===== src/rtl/acc_stack.sv =====
// acc_stack: parametrised accumulator with carry/zero flags and a DEPTH-entry
// LIFO of {acc, C, Z} snapshots for context save/restore.
//
// Ports:
//   CLK, CLR          clock, synchronous active-high reset
//   A_imm             immediate operand (zero- or sign-extended to WIDTH)
//   B_rf, B_alu       register-file operand, ALU result
//   SelAcc            00 immediate, 01 B_rf, 1x B_alu
//   LoadAcc           load selected source and cin/zin into acc/flags
//   Push, Pop         save / restore snapshot (both = swap with top)
//   ErrClr            clear sticky err (a new error in the same cycle wins)
//   cin, zin          flag inputs
//   acc_out, cout, zout  registered accumulator and flags
//   depth             occupied entries, 0..DEPTH
//   full, empty       decoded from depth
//   err               sticky overflow/underflow flag
module acc_stack #(
  parameter int WIDTH    = 8,
  parameter int IMM_W    = 4,
  parameter int DEPTH    = 4,
  parameter int SIGN_EXT = 0
) (
  input  logic                       CLK,
  input  logic                       CLR,
  input  logic [IMM_W-1:0]           A_imm,
  input  logic [WIDTH-1:0]           B_rf,
  input  logic [WIDTH-1:0]           B_alu,
  input  logic [1:0]                 SelAcc,
  input  logic                       LoadAcc,
  input  logic                       Push,
  input  logic                       Pop,
  input  logic                       ErrClr,
  input  logic                       cin,
  input  logic                       zin,
  output logic [WIDTH-1:0]           acc_out,
  output logic                       cout,
  output logic                       zout,
  output logic [$clog2(DEPTH):0]     depth,
  output logic                       full,
  output logic                       empty,
  output logic                       err
);

  localparam int AW = $clog2(DEPTH);
  localparam int DW = AW + 1;
  localparam int EW = WIDTH + 2;  // {acc, C, Z}

  logic [WIDTH-1:0] acc_q, acc_d;
  logic             cout_q, cout_d;
  logic             zout_q, zout_d;
  logic [DW-1:0]    depth_q, depth_d;
  logic             err_q, err_d;

  // Snapshot storage; read asynchronously because a pop must land in the
  // accumulator on the same edge it is sampled.
  logic [EW-1:0]    mem_q [DEPTH];

  logic [WIDTH-1:0] imm_ext;
  logic [WIDTH-1:0] src_sel;
  logic [EW-1:0]    cur_snap;
  logic [EW-1:0]    top_snap;
  logic [AW-1:0]    top_idx;
  logic [AW-1:0]    wr_idx;
  logic [EW-1:0]    wr_data;
  logic             wr_en;
  logic             new_err;
  logic             is_full;
  logic             is_empty;

  // Immediate extension, bit by bit so IMM_W == WIDTH needs no special case.
  always_comb begin
    imm_ext = '0;
    for (int i = 0; i < WIDTH; i++) begin
      if (i < IMM_W)
        imm_ext[i] = A_imm[i];
      else if (SIGN_EXT != 0)
        imm_ext[i] = A_imm[IMM_W-1];
      else
        imm_ext[i] = 1'b0;
    end
  end

  always_comb begin
    unique case (SelAcc)
      2'b00:   src_sel = imm_ext;
      2'b01:   src_sel = B_rf;
      default: src_sel = B_alu;
    endcase
  end

  assign is_full  = (depth_q == DW'(DEPTH));
  assign is_empty = (depth_q == '0);
  assign cur_snap = {acc_q, cout_q, zout_q};
  // When empty this index wraps to DEPTH-1; it is never used in that case.
  assign top_idx  = depth_q[AW-1:0] - 1'b1;
  assign top_snap = mem_q[top_idx];

  always_comb begin
    acc_d   = acc_q;
    cout_d  = cout_q;
    zout_d  = zout_q;
    depth_d = depth_q;
    wr_en   = 1'b0;
    wr_idx  = depth_q[AW-1:0];
    wr_data = cur_snap;
    new_err = 1'b0;

    unique case ({Push, Pop})
      2'b11: begin
        // Swap: top entry and live accumulator exchange places.
        if (!is_empty) begin
          {acc_d, cout_d, zout_d} = top_snap;
          wr_en  = 1'b1;
          wr_idx = top_idx;
        end else begin
          new_err = 1'b1;
        end
      end
      2'b01: begin
        if (!is_empty) begin
          {acc_d, cout_d, zout_d} = top_snap;
          depth_d = depth_q - 1'b1;
        end else begin
          new_err = 1'b1;
        end
      end
      2'b10: begin
        if (!is_full) begin
          wr_en   = 1'b1;
          depth_d = depth_q + 1'b1;
        end else begin
          new_err = 1'b1;
        end
        // The pre-edge value is saved, so a load in the same cycle is safe.
        if (LoadAcc) begin
          acc_d  = src_sel;
          cout_d = cin;
          zout_d = zin;
        end
      end
      default: begin
        if (LoadAcc) begin
          acc_d  = src_sel;
          cout_d = cin;
          zout_d = zin;
        end
      end
    endcase

    if (new_err)
      err_d = 1'b1;
    else if (ErrClr)
      err_d = 1'b0;
    else
      err_d = err_q;
  end

  always_ff @(posedge CLK) begin
    if (CLR) begin
      acc_q   <= '0;
      cout_q  <= 1'b0;
      zout_q  <= 1'b0;
      depth_q <= '0;
      err_q   <= 1'b0;
    end else begin
      acc_q   <= acc_d;
      cout_q  <= cout_d;
      zout_q  <= zout_d;
      depth_q <= depth_d;
      err_q   <= err_d;
    end
  end

  // Storage is not reset; reset only suppresses the write.
  always_ff @(posedge CLK) begin
    if (wr_en && !CLR)
      mem_q[wr_idx] <= wr_data;
  end

  assign acc_out = acc_q;
  assign cout    = cout_q;
  assign zout    = zout_q;
  assign depth   = depth_q;
  assign err     = err_q;
  assign full    = is_full;
  assign empty   = is_empty;

endmodule


===== config.mk =====
export PLATFORM = sky130hd
export DESIGN_NAME = acc_stack
export DESIGN_NICKNAME = d
export VERILOG_FILES = /design/src/rtl/acc_stack.sv
export SDC_FILE = /design/constraint.sdc
export NUM_CORES = 1
export LEC_CHECK = 0
export CAP_MARGIN = 5
export CORE_MARGIN = 1
export CORE_UTILIZATION = 55
export DETAILED_ROUTE_END_ITERATION = 10
export PLACE_DENSITY = 0.86
export SETUP_SLACK_MARGIN = 0.3
export SYNTH_ARGS = -nofsm -noshare
export SYNTH_HDL_FRONTEND = slang
export SYNTH_SLANG_ARGS = --single-unit
export TNS_END_PERCENT = 50

===== constraint.sdc =====
create_clock -name CLK -period 5.7 [get_ports CLK]
set_clock_uncertainty 0.1 [all_clocks]
set_input_delay 1.14 -clock CLK [delete_from_list [all_inputs] [get_ports CLK]]
set_output_delay 1.14 -clock CLK [all_outputs]
set_load 0.05 [all_outputs]

==> flow_metrics.py, run 1 <==
metrics = {
    "worst_setup_path": {
        "data_required_time_of_the_critical_path_ns": 4.46,
        "critical_path_buf_inv_count": 3,
        "r2r.worst_path.cells": 4,
        "end_kind": "output pin",
        "regToRegStartpoint": "depth[0]",
        "crit_path_cell_trace": "inv_1 > ha_1 > nand2b_4 > inv_4 > clkdlybuf4s50_1",
        "critical_path.slowest_cell": "sky130_fd_sc_hd__clkdlybuf4s50_1",
        "timing.rr.end": "mem_q[0][9]",
        "critical-path-top-delay-family": "buffers and inverters",
        "reg2reg_setup_slack_ns": 2.27,
        "critical-path-max-stage-delay_ns": 0.69,
        "path_max_fanout": 13,
        "start_kind": "flop",
        "critical_path_arrival_ns": 2.33,
        "critPathKind": "reg -> out",
    },
    "cts": {
        "postCtsSetupBuffers": 0,
        "cts_made_buffers": 5,
        "htreeDepth": 2,
        "clkTransAtPathRegs_ns": 0.10,
        "cts_root_buf": "sky130_fd_sc_hd__clkbuf_8",
        "worst_skew_pair.late_latency_ns": 0.31,
        "clock_path_buffers": 2,
        "tritoncts_clock_tree": "built",
        "postCtsResizedCells": 0,
        "cts-hold-fix-buffers": 0,
        "tritoncts_num_sinks": 54,
    },
    "finish": {
        "final_cell_count_no_fill": 280,
        "layout.nets": 261,
        "post_route_cells_drive_above_1_share": 0.104,
        "n_antenna_cell": 0,
        "fill_cell_total_of_the_finished_layout": 302,
        "area_growth_pct": 22.9,
    },
    "hold_path": {
        "holdPathEnd": "mem_q[3][2]",
        "timing.hold.worst.start": "acc_out[0]",
        "min-delay-path-class": "reg -> reg",
        "worstHoldPathCells": 0,
    },
    "global_route": {
        "antenna_found_initial": 0,
        "first_global_vias": 1588,
        "global_route.usage.total": 0.240,
        "first_pass_grt_wire_length_um": 7840,
        "aggregate_global_routing_overflow": 0,
        "largest_net_degree_at_the_start_of_global_routing": 22,
    },
    "power": {
        "powerDensity_nw_per_um2": 346,
        "worst_ir_drop_on_vdd_mv": 0.186,
        "total_power_uw": 1050,
        "power.static_leakage_uw": 0.00105,
    },
    "detailed_routing": {
        "wire_per_inst_um": 18.0,
        "remaining_drc_errors": 0,
        "postRouteAntennaNets": 0,
        "post_drt_via_cell_ratio": 5.94,
        "drt_pass1_iterations": 4,
        "drt_iter0_drc": 186,
        "detailroute.via_count": 1664,
        "drt-total-wl_um": 5050,
    },
    "place": {
        "place_congestion": 0.799,
        "hpwl_um": 3490,
        "io_buffers": 45,
        "numPlacedInstances": 272,
    },
    "floorplanning": {
        "die-width_um": 68.9,
        "floorplan.die.height_um": 68.9,
        "initial_util": 0.594,
        "fp-row-count": 23,
        "die_area_um2": 4750,
        "core-area_um2": 4140,
        "io_pins": 46,
    },
    "timing": {
        "timing.final.max_slew_violations": 0,
        "fmaxAchievable_mhz": 280,
        "finalWorstPathRequiredPeriod_ns": 3.57,
        "finalHoldViolCount": 0,
        "maxSlewHeadroom": 0.304,
        "tightestPinTransition_ns": 1.04,
        "setup_repair_after_global_routing_missed_its_margin": "no",
        "setup_total_negative_slack_ns": 0,
        "setup_viol": 0,
        "layout_worst_path_cycle_share": 0.626,
    },
    "synthesis": {
        "ys_warn_count": 0,
        "yosysSeqAreaShare": 0.602,
        "syn-mean-instance-area_um2": 13.2,
        "synthMostInstantiatedCell": "sky130_fd_sc_hd__edfxtp_1",
        "syn-num-nets": 218,
        "netlist.area_leader.share": 0.488,
        "synthTopCellsByArea": "sky130_fd_sc_hd__edfxtp_1 49%, sky130_fd_sc_hd__dfxtp_1 11%, sky130_fd_sc_hd__mux2i_1 8.5%",
        "synth_edf_count": 40,
        "synth_cell_type_count": 41,
        "syn_inst": 186,
        "yosys_most_used_dff": "sky130_fd_sc_hd__edfxtp_1",
        "post_synth_most_frequent_cells": "40 x sky130_fd_sc_hd__edfxtp_1, 21 x sky130_fd_sc_hd__mux2i_1, 14 x sky130_fd_sc_hd__dfxtp_1",
        "async_flop_share": 0,
        "synthesis.area_um2": 2460,
        "synth_largest_area_cell": "sky130_fd_sc_hd__edfxtp_1",
        "synth-seq-cells": 54,
    },
    "run_status": {
        "run_status": "complete, no violations",
    },
    "run": {
        "max-cap-violations": 0,
    },
}
## worst max-delay path by stage
stage / start / slack, ns / endpoint / depth (start not counted)
floorplan: depth[0] / 2.74 / mem_q[3][0] / 8
global placement: Pop / 1.96 / mem_q[3][7] / 6
detailed placement: Pop / 1.84 / mem_q[0][8] / 6
CTS: depth[0] / 2.11 / empty / 5
global route: depth[0] / 1.98 / mem_q[0][4] / 4
finish: depth[0] / 2.13 / empty / 5
## report_power, final
part | switching [uW] | internal, uW | total, uW
combinational | 179 | 120 | 299
sequential | 26.9 | 459 | 486
clock | 117 | 143 | 261
## worst register-to-register path: stages, from the launching register on
cell                      delay [ns]
sky130_fd_sc_hd__dfxtp_1        0.64
sky130_fd_sc_hd__inv_1          0.18
sky130_fd_sc_hd__ha_1           0.99
sky130_fd_sc_hd__mux2i_1        0.28
sky130_fd_sc_hd__nor2b_1        0.87
## state kept, by name (all words and copies together), names as in the netlist
| register | flops |
|---|---|
| cout | 1 |
| err | 1 |
| depth | 3 |
| zout | 1 |
| acc_out | 8 |
| mem_q | 40 |
## final cells by class
type / instances / area, um^2 / share of cell area
Timing Repair Buffer: 46 / 458 / 0.151
Sequential cell: 54 / 1480 / 0.490
Tap cell: 50 / 62.6 / 0.0207
Clock inverter: 1 / 30.0 / 0.00993
Clock buffer: 7 / 86.3 / 0.0285
Multi-Input combinational cell: 117 / 885 / 0.293
Inverter: 5 / 21.3 / 0.00703
## layout by cell type, fill, tap and decap left out, drive strengths merged, types with 2 or more instances in the layout
master         instances
clkdlybuf4s50         45
edfxtp                40
mux2i                 21
dfxtp                 14
nand2                 13
a21oi                 11
nor2                  10
nor2b                  7
nand3                  7
a211oi                 7
clkbuf                 7
nor3                   6
o21ai                  5
inv                    5
a22oi                  4
a221o                  4
o22ai                  4
and2                   3
a21o                   2
mux4                   2
nand2b                 2
## kinds of logic after synthesis
family | count (synthesis) | share of synthesized area
compound gates | 41 | 0.131
xor+xnor | 1 | 0.00356
fa+ha+maj | 2 | 0.0132
buf+inv | 15 | 0.0386
flops | 54 | 0.602
mux | 24 | 0.108
simple gates | 49 | 0.103
## metal layers
layer	routed length [um]	share of wire	global-route usage
met5	0	0	0
met4	36	0.0071	0.0561
met3	316	0.063	0.0444
met2	2650	0.52	0.428
met1	2050	0.41	0.299
## per-stage QoR
step           hold slack [ns]  utilization  setup WS [ns]  cell area [um^2]
2_1_floorplan            0.588            -           2.74              2460
3_3_place_gp             0.415        0.702           1.96              2910
3_5_place_dp             0.423        0.702           1.84              2910
4_1_cts                  0.424        0.730           2.11              3020
5_1_grt                  0.442        0.730           1.98              3020
6_report                 0.429        0.730           2.13              3020
Note: power is estimated with default switching activity, not from simulation.
==> run 2: changes to the inputs <==
CORE_UTILIZATION = 47   (was 55)
PLACE_DENSITY = 0.78   (was 0.86)
clock period = 3.1 ns   (was 5.7 ns; I/O delays follow)
==> run 2 against run 1 <==
Effect of this change: setup slack worse by 1.6 ns; critical path type unchanged; final cell count rose by 8.9%; highest routed layer unchanged; clock-buffer cell count rose by 1; sequential cell count unchanged; global-route usage down 4.1 points; largest power group unchanged; utilization shrank 9.4 points; critical endpoint unchanged; sequential share of layout area down 1.2 points.
==> flow_metrics.py, run 2 (synthesis gave the netlist of run 1 again) <==
metrics = {
    "global_route": {
        "first_pass_grt_wire_length_um": 7710,
        "first_global_vias": 1493,
        "largest_net_degree_at_the_start_of_global_routing": 20,
        "aggregate_global_routing_overflow": 0,
        "global_route.usage.total": 0.199,
        "antenna_found_initial": 0,
    },
    "worst_setup_path": {
        "critical_path_buf_inv_count": 3,
        "crit_path_cell_trace": "inv_1 > ha_1 > nand2b_4 > inv_4 > dlygate4sd2_1",
        "critical_path.slowest_cell": "sky130_fd_sc_hd__dlygate4sd2_1",
        "critical_path_arrival_ns": 1.82,
        "start_kind": "flop",
        "data_required_time_of_the_critical_path_ns": 2.38,
        "critical-path-max-stage-delay_ns": 0.54,
        "critPathKind": "reg -> out",
        "path_max_fanout": 5,
        "end_kind": "output pin",
        "critical-path-top-delay-family": "buffers and inverters",
    },
    "cts": {
        "tritoncts_clock_tree": "built",
        "htreeDepth": 2,
        "clkTransAtPathRegs_ns": 0.09,
        "worst_skew_pair.late_latency_ns": 0.30,
        "clock_path_buffers": 2,
        "cts-hold-fix-buffers": 0,
        "tritoncts_num_sinks": 54,
        "cts_made_buffers": 5,
        "cts_root_buf": "sky130_fd_sc_hd__clkbuf_8",
    },
    "timing": {
        "setup_repair_after_global_routing_missed_its_margin": "no",
        "final.hold.worst_slack_ns": 0.417,
        "layout_worst_path_cycle_share": 0.818,
        "maxSlewHeadroom": 0.643,
        "tightestPinTransition_ns": 0.535,
        "setup_viol": 0,
        "fmaxAchievable_mhz": 394,
        "setup_total_negative_slack_ns": 0,
        "finalHoldViolCount": 0,
        "timing.final.max_slew_violations": 0,
        "finalWorstPathRequiredPeriod_ns": 2.54,
    },
    "detailed_routing": {
        "wire_per_inst_um": 17.2,
        "post_drt_via_cell_ratio": 5.40,
        "drt-total-wl_um": 5230,
        "drt_iter0_drc": 124,
        "detailroute.via_count": 1647,
        "remaining_drc_errors": 0,
        "drt_pass1_iterations": 4,
        "postRouteAntennaNets": 0,
    },
    "finish": {
        "mostFrequentLayoutCells": "43 x sky130_fd_sc_hd__clkdlybuf4s50_1, 40 x sky130_fd_sc_hd__edfxtp_1, 21 x sky130_fd_sc_hd__mux2i_1",
        "area_growth_pct": 26.1,
        "largest_register_ff_count": 40,
        "layout.nets": 269,
        "post-route-cell-area_um2": 3100,
        "layout_commonest_cell": "sky130_fd_sc_hd__clkdlybuf4s50_1",
        "post_route_cells_drive_above_1_share": 0.143,
        "final_core_util": 0.636,
        "largest-register": "mem_q",
        "n_antenna_cell": 0,
    },
    "place": {
        "io_buffers": 45,
        "hpwl_um": 3690,
        "dpl-instance-area_um2": 2990,
        "place_congestion": 0.715,
    },
    "hold_path": {
        "min-delay-path-class": "reg -> reg",
    },
    "power": {
        "power.static_leakage_uw": 0.00111,
        "worst_ir_drop_on_vdd_mv": 0.304,
        "powerDensity_nw_per_um2": 606,
    },
    "run_status": {
        "run_status": "complete, no violations",
    },
    "floorplanning": {
        "fp-row-count": 25,
        "io_pins": 46,
        "initial_util": 0.504,
        "die_area_um2": 5530,
        "die-width_um": 74.4,
        "core-area_um2": 4880,
        "floorplan.die.height_um": 74.4,
    },
    "run": {
        "max-cap-violations": 0,
    },
}
## run 2: cell count changes in the layout (fill, tap and decap cells not counted)
cell	change
sky130_fd_sc_hd__nor2b_1	-1
sky130_fd_sc_hd__nor2b_2	+1
sky130_fd_sc_hd__bufinv_16	-1
sky130_fd_sc_hd__buf_4	+8
sky130_fd_sc_hd__clkbuf_8	+2
sky130_fd_sc_hd__clkbuf_1	-1
sky130_fd_sc_hd__clkdlybuf4s50_1	-2
sky130_fd_sc_hd__dlymetal6s2s_1	+1
sky130_fd_sc_hd__dlygate4sd2_1	+1
## run 2: stage by stage
stage,setup slack (ns),power [uW],std cells
floorplan,0.314,1300,186
detailed placement,0.535,1470,297
finish,0.563,1880,305
CTS,0.344,1890,305
global route,0.500,1960,305
global placement,0.599,1460,297
## run 2: worst min-delay path, cell delays in order (launching register included)
cell	delay, ns
sky130_fd_sc_hd__dfxtp_1	0.35
sky130_fd_sc_hd__nand2_1	0.07
sky130_fd_sc_hd__a21oi_1	0.05
## run 2: final cells by class
class | instances | area, um^2
Multi-Input combinational cell | 117 | 887
Inverter | 5 | 21.3
Timing Repair Buffer | 54 | 519
Tap cell | 67 | 83.8
Fill cell | 408 | 1780
Sequential cell | 54 | 1480
Clock buffer | 8 | 110
## run 2: path summary, 6_finish.rpt
path                            startpoint           to  slack, ns  cells past startpoint
worst max register to register    depth[0]  mem_q[3][9]       0.97                      8
worst min-delay path            acc_out[4]   acc_out[4]       0.42                      2
worst max-delay path              depth[0]        empty       0.56                      5
worst min register to register  acc_out[4]   acc_out[4]       0.42                      2
## run 2: power by group
group / switching [uW] / internal [uW] / leakage [uW]
logic: 337 / 225 / 0.000563
registers: 42.2 / 844 / 0.000485
clock network: 208 / 225 / 0.0000575
total: 587 / 1290 / 0.00111
## run 2: repair_timing
action | 4_1_cts | 5_1_grt
setup endpoints to repair | 1 | 1
endpoints found under the hold margin | 0 | 0
resized for setup | 1 | 1
buffers inserted | 0 | 0
## run 2: per-layer routing
| layer | global-route usage | up-vias | part of all wire |
|---|---|---|---|
| met5 | 0 | - | 0 |
| met4 | 0.0587 | 0 | 0.011 |
| met3 | 0.0488 | 4 | 0.069 |
| met2 | 0.310 | 59 | 0.50 |
| met1 | 0.278 | 782 | 0.42 |
| li1 | - | 802 | - |
